--- src/rtl/id_ex_alu_ctrl_stage.sv ---
// ID/EX stage: decodes one RV32I instruction per handshake into ALU control and operands,
// held in a valid/ready pipeline register with stall and flush.
package id_ex_alu_pkg;
    typedef enum logic [3:0] {
        nop_, add_, sub_, sl_, sr_, lt_, ge_, eq_, ne_, xor_, or_, and_, imm_
    } alu_op_e;

    typedef struct packed {
        alu_op_e op;
        logic    is_signed;
    } alu_sig_t;

    localparam logic [6:0] OPC_OP     = 7'b0110011;
    localparam logic [6:0] OPC_OP_IMM = 7'b0010011;
    localparam logic [6:0] OPC_LUI    = 7'b0110111;
    localparam logic [6:0] OPC_AUIPC  = 7'b0010111;
    localparam logic [6:0] OPC_JAL    = 7'b1101111;
    localparam logic [6:0] OPC_JALR   = 7'b1100111;
    localparam logic [6:0] OPC_BRANCH = 7'b1100011;
    localparam logic [6:0] OPC_LOAD   = 7'b0000011;
    localparam logic [6:0] OPC_STORE  = 7'b0100011;
endpackage

module id_ex_alu_ctrl_stage
    import id_ex_alu_pkg::*;
#(
    parameter int XLEN           = 32,
    parameter bit ILLEGAL_AS_NOP = 1'b1
) (
    input  logic            clk,
    input  logic            rst,
    input  logic            in_valid,
    output logic            in_ready,
    input  logic [31:0]     instr,
    input  logic [XLEN-1:0] pc,
    input  logic [XLEN-1:0] rs1_data,
    input  logic [XLEN-1:0] rs2_data,
    input  logic            flush,
    output logic            out_valid,
    input  logic            out_ready,
    output alu_sig_t        alu_ctrl,
    output logic [XLEN-1:0] alu_in1,
    output logic [XLEN-1:0] alu_in2,
    output logic [XLEN-1:0] store_data,
    output logic [4:0]      rd,
    output logic            wb_en,
    output logic            is_branch,
    output logic            is_jump,
    output logic [XLEN-1:0] br_target,
    output logic            mem_re,
    output logic            mem_we,
    output logic            illegal
);
    typedef struct packed {
        alu_sig_t        ctrl;
        logic [XLEN-1:0] in1;
        logic [XLEN-1:0] in2;
        logic [XLEN-1:0] store_data;
        logic [4:0]      rd;
        logic            wb_en;
        logic            is_branch;
        logic            is_jump;
        logic [XLEN-1:0] br_target;
        logic            mem_re;
        logic            mem_we;
        logic            illegal;
    } dec_t;

    logic [6:0] opcode;
    logic [2:0] f3;
    logic [6:0] f7;
    logic [XLEN-1:0] imm_i, imm_s, imm_b, imm_u, imm_j;

    assign opcode = instr[6:0];
    assign f3     = instr[14:12];
    assign f7     = instr[31:25];
    assign imm_i  = XLEN'($signed(instr[31:20]));
    assign imm_s  = XLEN'($signed({instr[31:25], instr[11:7]}));
    assign imm_b  = XLEN'($signed({instr[31], instr[7], instr[30:25], instr[11:8], 1'b0}));
    assign imm_u  = XLEN'($signed({instr[31:12], 12'b0}));
    assign imm_j  = XLEN'($signed({instr[31], instr[19:12], instr[20], instr[30:21], 1'b0}));

    // Shared OP / OP-IMM f3 map; alt is f7[5], meaning SUB at f3=000 and arithmetic shift at 101.
    function automatic alu_sig_t arith_sig(input logic [2:0] fn3, input logic alt);
        alu_sig_t s;
        s = '{op: nop_, is_signed: 1'b0};
        case (fn3)
            3'b000:  s.op = alt ? sub_ : add_;
            3'b001:  s.op = sl_;
            3'b010:  s = '{op: lt_, is_signed: 1'b1};
            3'b011:  s.op = lt_;
            3'b100:  s.op = xor_;
            3'b101:  s = '{op: sr_, is_signed: alt};
            3'b110:  s.op = or_;
            default: s.op = and_;
        endcase
        return s;
    endfunction

    dec_t d;
    dec_t q;
    logic legal;
    logic writes;
    logic is_shift_imm;

    assign is_shift_imm = (f3 == 3'b001) || (f3 == 3'b101);

    always_comb begin
        // NOTE: every signal written here gets a default first so no path infers a latch.
        d              = '0;
        d.store_data   = rs2_data;
        legal          = 1'b1;
        writes         = 1'b0;
        case (opcode)
            OPC_OP: begin
                legal  = (f7 == 7'h00) || ((f7 == 7'h20) && ((f3 == 3'b000) || (f3 == 3'b101)));
                d.ctrl = arith_sig(f3, f7[5]);
                d.in1  = rs1_data;
                d.in2  = rs2_data;
                writes = 1'b1;
            end
            OPC_OP_IMM: begin
                legal  = !is_shift_imm || (f7 == 7'h00) || ((f3 == 3'b101) && (f7 == 7'h20));
                d.ctrl = arith_sig(f3, (f3 == 3'b101) && f7[5]);
                d.in1  = rs1_data;
                d.in2  = is_shift_imm ? XLEN'(instr[24:20]) : imm_i;
                writes = 1'b1;
            end
            OPC_LUI: begin
                d.ctrl.op = imm_;
                d.in2     = imm_u;
                writes    = 1'b1;
            end
            OPC_AUIPC: begin
                d.ctrl.op = add_;
                d.in1     = pc;
                d.in2     = imm_u;
                writes    = 1'b1;
            end
            OPC_JAL, OPC_JALR: begin
                // Link value pc+4; a JALR target depends on rs1 and is formed in EX.
                legal       = (opcode == OPC_JAL) || (f3 == 3'b000);
                d.ctrl.op   = add_;
                d.in1       = pc;
                d.in2       = XLEN'(4);
                d.is_jump   = 1'b1;
                d.br_target = (opcode == OPC_JAL) ? pc + imm_j : '0;
                writes      = 1'b1;
            end
            OPC_BRANCH: begin
                case (f3)
                    3'b000:  d.ctrl = '{op: eq_, is_signed: 1'b0};
                    3'b001:  d.ctrl = '{op: ne_, is_signed: 1'b0};
                    3'b100:  d.ctrl = '{op: lt_, is_signed: 1'b1};
                    3'b101:  d.ctrl = '{op: ge_, is_signed: 1'b1};
                    3'b110:  d.ctrl = '{op: lt_, is_signed: 1'b0};
                    3'b111:  d.ctrl = '{op: ge_, is_signed: 1'b0};
                    default: legal  = 1'b0;
                endcase
                d.in1       = rs1_data;
                d.in2       = rs2_data;
                d.is_branch = 1'b1;
                d.br_target = pc + imm_b;
            end
            OPC_LOAD: begin
                legal     = (f3 != 3'b011) && (f3 != 3'b110) && (f3 != 3'b111);
                d.ctrl.op = add_;
                d.in1     = rs1_data;
                d.in2     = imm_i;
                d.mem_re  = 1'b1;
                writes    = 1'b1;
            end
            OPC_STORE: begin
                legal     = (f3 == 3'b000) || (f3 == 3'b001) || (f3 == 3'b010);
                d.ctrl.op = add_;
                d.in1     = rs1_data;
                d.in2     = imm_s;
                d.mem_we  = 1'b1;
            end
            default: legal = 1'b0;
        endcase

        d.rd    = writes ? instr[11:7] : 5'd0;
        d.wb_en = writes && (instr[11:7] != 5'd0);

        if (!legal) begin
            d            = '0;
            d.store_data = rs2_data;
            d.illegal    = 1'b1;
        end
    end

    logic accept;
    logic emit;

    assign in_ready = !out_valid || out_ready;
    assign accept   = in_valid && in_ready && !flush;
    assign emit     = ILLEGAL_AS_NOP || !d.illegal;

    always_ff @(posedge clk or negedge rst) begin
        if (!rst) begin
            out_valid <= 1'b0;
            q         <= '0;
        end else begin
            // NOTE: state registers use non-blocking assignments so every reader sees pre-edge values.
            if (flush)          out_valid <= 1'b0;
            else if (accept)    out_valid <= emit;
            else if (out_ready) out_valid <= 1'b0;

            if (accept) q <= d;
        end
    end

    assign alu_ctrl   = q.ctrl;
    assign alu_in1    = q.in1;
    assign alu_in2    = q.in2;
    assign store_data = q.store_data;
    assign rd         = q.rd;
    assign wb_en      = q.wb_en;
    assign is_branch  = q.is_branch;
    assign is_jump    = q.is_jump;
    assign br_target  = q.br_target;
    assign mem_re     = q.mem_re;
    assign mem_we     = q.mem_we;
    assign illegal    = q.illegal;
endmodule

--- config.mk ---
export PLATFORM = sky130hd
export DESIGN_NAME = id_ex_alu_ctrl_stage
export DESIGN_NICKNAME = d
export VERILOG_FILES = /design/src/rtl/id_ex_alu_ctrl_stage.sv
export SDC_FILE = /design/constraint.sdc
export NUM_CORES = 1
export LEC_CHECK = 0
export ABC_CLOCK_PERIOD_IN_PS = 2400
export CAP_MARGIN = 20
export CORE_MARGIN = 8
export CORE_UTILIZATION = 45
export CTS_CLUSTER_SIZE = 12
export DETAILED_ROUTE_END_ITERATION = 10
export PLACE_DENSITY = 0.77
export REMOVE_ABC_BUFFERS = 1
export SYNTH_ARGS = -nofsm -noshare
export SYNTH_HDL_FRONTEND = slang
export SYNTH_SLANG_ARGS = --single-unit
--- constraint.sdc ---
create_clock -name clk -period 2.4 [get_ports clk]
set_clock_uncertainty 0.05 [all_clocks]
set_input_delay 0.48 -clock clk [delete_from_list [all_inputs] [get_ports clk]]
set_output_delay 0.48 -clock clk [all_outputs]
set_load 0.02 [all_outputs]
==> results.md <==
- Status: complete, but fails checks
- Violated checks: negative setup slack
- Layout overhead on the synthesized area: 73.8%
- GP Congestion: 0.962
- Final max-slew violation count: 0
- Family with the most delay on the worst path: compound AO/OA/AOI/OAI gates
- CP Max Fanout: 4
- Clk_lat worst skew: 440 ps
- Initial antenna violation count: 2
- Die Ht: 160 µm
- Post-synth top area share: 39.1%
- Critical path arrival: 2960 ps
- Vias in the first global route: 11400
- Pint: 5.33 mW
- Actual slew at the worst max-slew pin: 559 ps
- WP buf/inv: 1
- Final non-filler cell total: 1820
- Post-synthesis sequential area ratio: 39.1%
- Flop and latch count out of synthesis: 145
- Crit path time final: 2640 ps
- Top cells by area, synth: dfrtp_1, ha_1, nand2_1
- Synth Warn #: 0
- Worst Setup End Kind: register
- Die ar.: 0.0255 mm²
- Overall Power: 7.96 mW
- Global Route Usage Sum: 30.8%
- PnR worst setup slack: -239 ps
- Critical path class: input pin to register
- VDD IR-drop max: 529 µV
- Hpwl dp: 28.9 mm
- Switching power: 2.62 mW
- I/O pin cnt: 279
- Port Buffer Count: 278
- Yosys cell types: 76
- Die X: 160 µm
- Post-synth top flop: dfrtp_1
- Leak Pwr: 6.84 nW
- P per Cell Area: 493 mW/mm²
- Wire per inst: 24.2 µm
- Setup WS pre-CTS: -1100 ps
- Number of synthesized flops with an enable pin: 0
- Placed cell area: 0.0142 mm²
- Worst path cell trace: clkdlybuf4s50_1 -> ha_4 -> a21o_1 -> a21oi_2 -> o211ai_1 -> nand3_1 -> a21oi_1 -> a31oi_2 -> o21ai_0 -> a31o_1
- Period utilisation layout: 110%
- Commonest non-fill, non-tap cells in the layout: buf_4, clkdlybuf4s50_1, dfrtp_1, nand2_1
- Pin count of the biggest net entering global routing: 69
- Post-Syn Instances: 1009
- Max-slew headroom: 62.3%
- Post-route cell area: 0.0161 mm²
- Clock tree buffer depth: 2
- Cell Rows: 52
- H-tree Lvls: 4
- Reported max-cap violation count: 0
- Largest stage delay on the critical path: 500 ps
- Placed cell count: 1739
- Routed Antenna Nets: 0
- Switching part of the total: 33.0%
- Layout fillers: 1179
- Critical Path Start Type: input pin
- Worst-path clk slew: 60 ps
- Layout cells sized above 1: 34.2%
- First-pass GRT wire length: 63.2 mm
- Crit-path slowest cell: clkdlybuf4s50_1
- Placeable Area: 0.0202 mm²
- Final setup viols: 19
- Gr ovfl total: 0
- Total CTS buffers: 17
- Final Hold Viols: 0
- Via count: 11600
- DRT iter0 DRCs: 1421
- DRT Pass-1 Iters: 6
- RSZ-0062 raised after global routing: yes
- Initial core utilization: 45.9%
- Avg Vias per Cell: 6.35
- Clock Tree Root: clkbuf_16
- Final WL: 44.1 mm
- Synthesized cell area: 0.00929 mm²
- Tightest Hold Check Type: input pin to register
- Fin nets: 1712
- Num Clock Sinks: 145
- Synth area leader: dfrtp_1
- DRC viols: 0
- Logic gate share of total power: 33.1%
- Fmax achieved: 379 MHz
- Synthesized area per cell: 9.20 µm²
- Setup TNS: -879 ps
- Commonest non-fill, non-tap cell in the layout: buf_4
- Sequential Power Share: 32.9%
- Async SR Flop Fraction: 100%
- CTS tree: built
- Clock power frac: 34.1%
- Worst EP required: 2720 ps
==> registers in the layout, summed over array words and instances (netlist names) <==
register,cells
is_branch,1
illegal,1
rd,5
alu_ctrl,5
wb_en,1
br_target,32
mem_re,1
is_jump,1
store_data,32
alu_in1,32
mem_we,1
out_valid,1
alu_in2,32
==> power by group through the flow <==
| stage | logic (mW) | clock network (mW) | registers (mW) |
|---|---|---|---|
| 4_1_cts | 2.33 | 2.71 | 2.61 |
| 3_5_place_dp | 2.12 | 0 | 2.66 |
| 5_1_grt | 2.75 | 2.82 | 2.62 |
| 3_3_place_gp | 2.09 | 0 | 2.65 |
| 6_report | 2.63 | 2.71 | 2.61 |
| 2_1_floorplan | 0.791 | 0 | 2.79 |
==> per-layer routing <==
metal | wire length, µm | up-vias | global-route usage [%]
li1 | - | 4887 | -
met1 | 16600 | 5494 | 37.7
met2 | 20000 | 893 | 49.3
met3 | 4350 | 282 | 6.45
met4 | 3130 | 0 | 18.3
met5 | 0 | - | 0
==> path summary, 6_finish.rpt <==
kind                             start            end  slack (ps)  depth (start not counted)
max                             pc[21]  br_target[28]        -240                         10
min                           instr[8]          rd[1]         310                          3
min reg2reg                alu_in1[24]    alu_in1[24]         430                          2
min in group asynchronous          rst  store_data[5]         490                          2
max in group asynchronous          rst    alu_in1[31]        1150                          3
max reg2reg                  out_valid  br_target[29]         320                          8
==> worst reg2reg max path, stage by stage (launching register included) <==
cell and delay [ps]:
dfrtp_1 380, nand2b_1 90, nand3b_1 260, buf_4 280, nand2b_2 250, or3_1 380, mux2i_1 180, a311oi_2 60
nand2_1 80
==> Yosys cell counts, types with 8 or more instances <==
library cell / number
a22o_1: 13
xor2_1: 13
dfrtp_1: 145
nand4_1: 9
nor3_1: 17
and2_1: 10
inv_1: 11
o21ai_0: 61
nor2_1: 37
o211ai_1: 8
nor2b_1: 13
a31oi_1: 12
o31ai_1: 53
buf_2: 9
nand2b_1: 10
a221oi_1: 22
nand3_1: 17
clkbuf_1: 53
mux2_2: 34
ha_1: 43
xnor2_1: 12
a21o_1: 20
a21oi_1: 72
o21ai_1: 8
a22oi_1: 45
nand2_1: 136
==> logic make-up after synthesis <==
family	share of synthesized area, %
AOI/OAI and AO/OA	29.1
xor gates and xnor gates	2.36
adders and majority gates	6.23
buffers and inverters	3.68
DFF	39.1
muxes	4.88
and+or+nand+nor	14.7
==> what timing repair did <==
action	4_1_cts	5_1_grt
setup buffers	24	21
pin swaps	68	57
endpoints found under the setup margin	111	55
gates resized for setup	202	119
hold endpoints to repair	43	0
gates cloned	2	2
hold buffers	1	0
==> per-stage QoR <==
stage / hold WS [ps] / util (%)
2_1_floorplan: 134 / -
3_3_place_gp: 391 / 70.1
4_1_cts: 353 / 76.5
3_5_place_dp: 399 / 70.1
5_1_grt: 331 / 79.7
6_report: 314 / 79.7
==> cell type report <==
class / instances / area [µm²] / area share [%]
Timing Repair Buffer: 576 / 5240 / 32.5
Tap cell: 270 / 338 / 2.09
Clock inverter: 14 / 145 / 0.900
Inverter: 12 / 45.0 / 0.279
Sequential cell: 145 / 3630 / 22.5
Multi-Input combinational cell: 782 / 6300 / 39.0
Clock buffer: 18 / 429 / 2.66
Antenna cell: 3 / 7.51 / 0.0465
(Power assumes the default switching activity.)
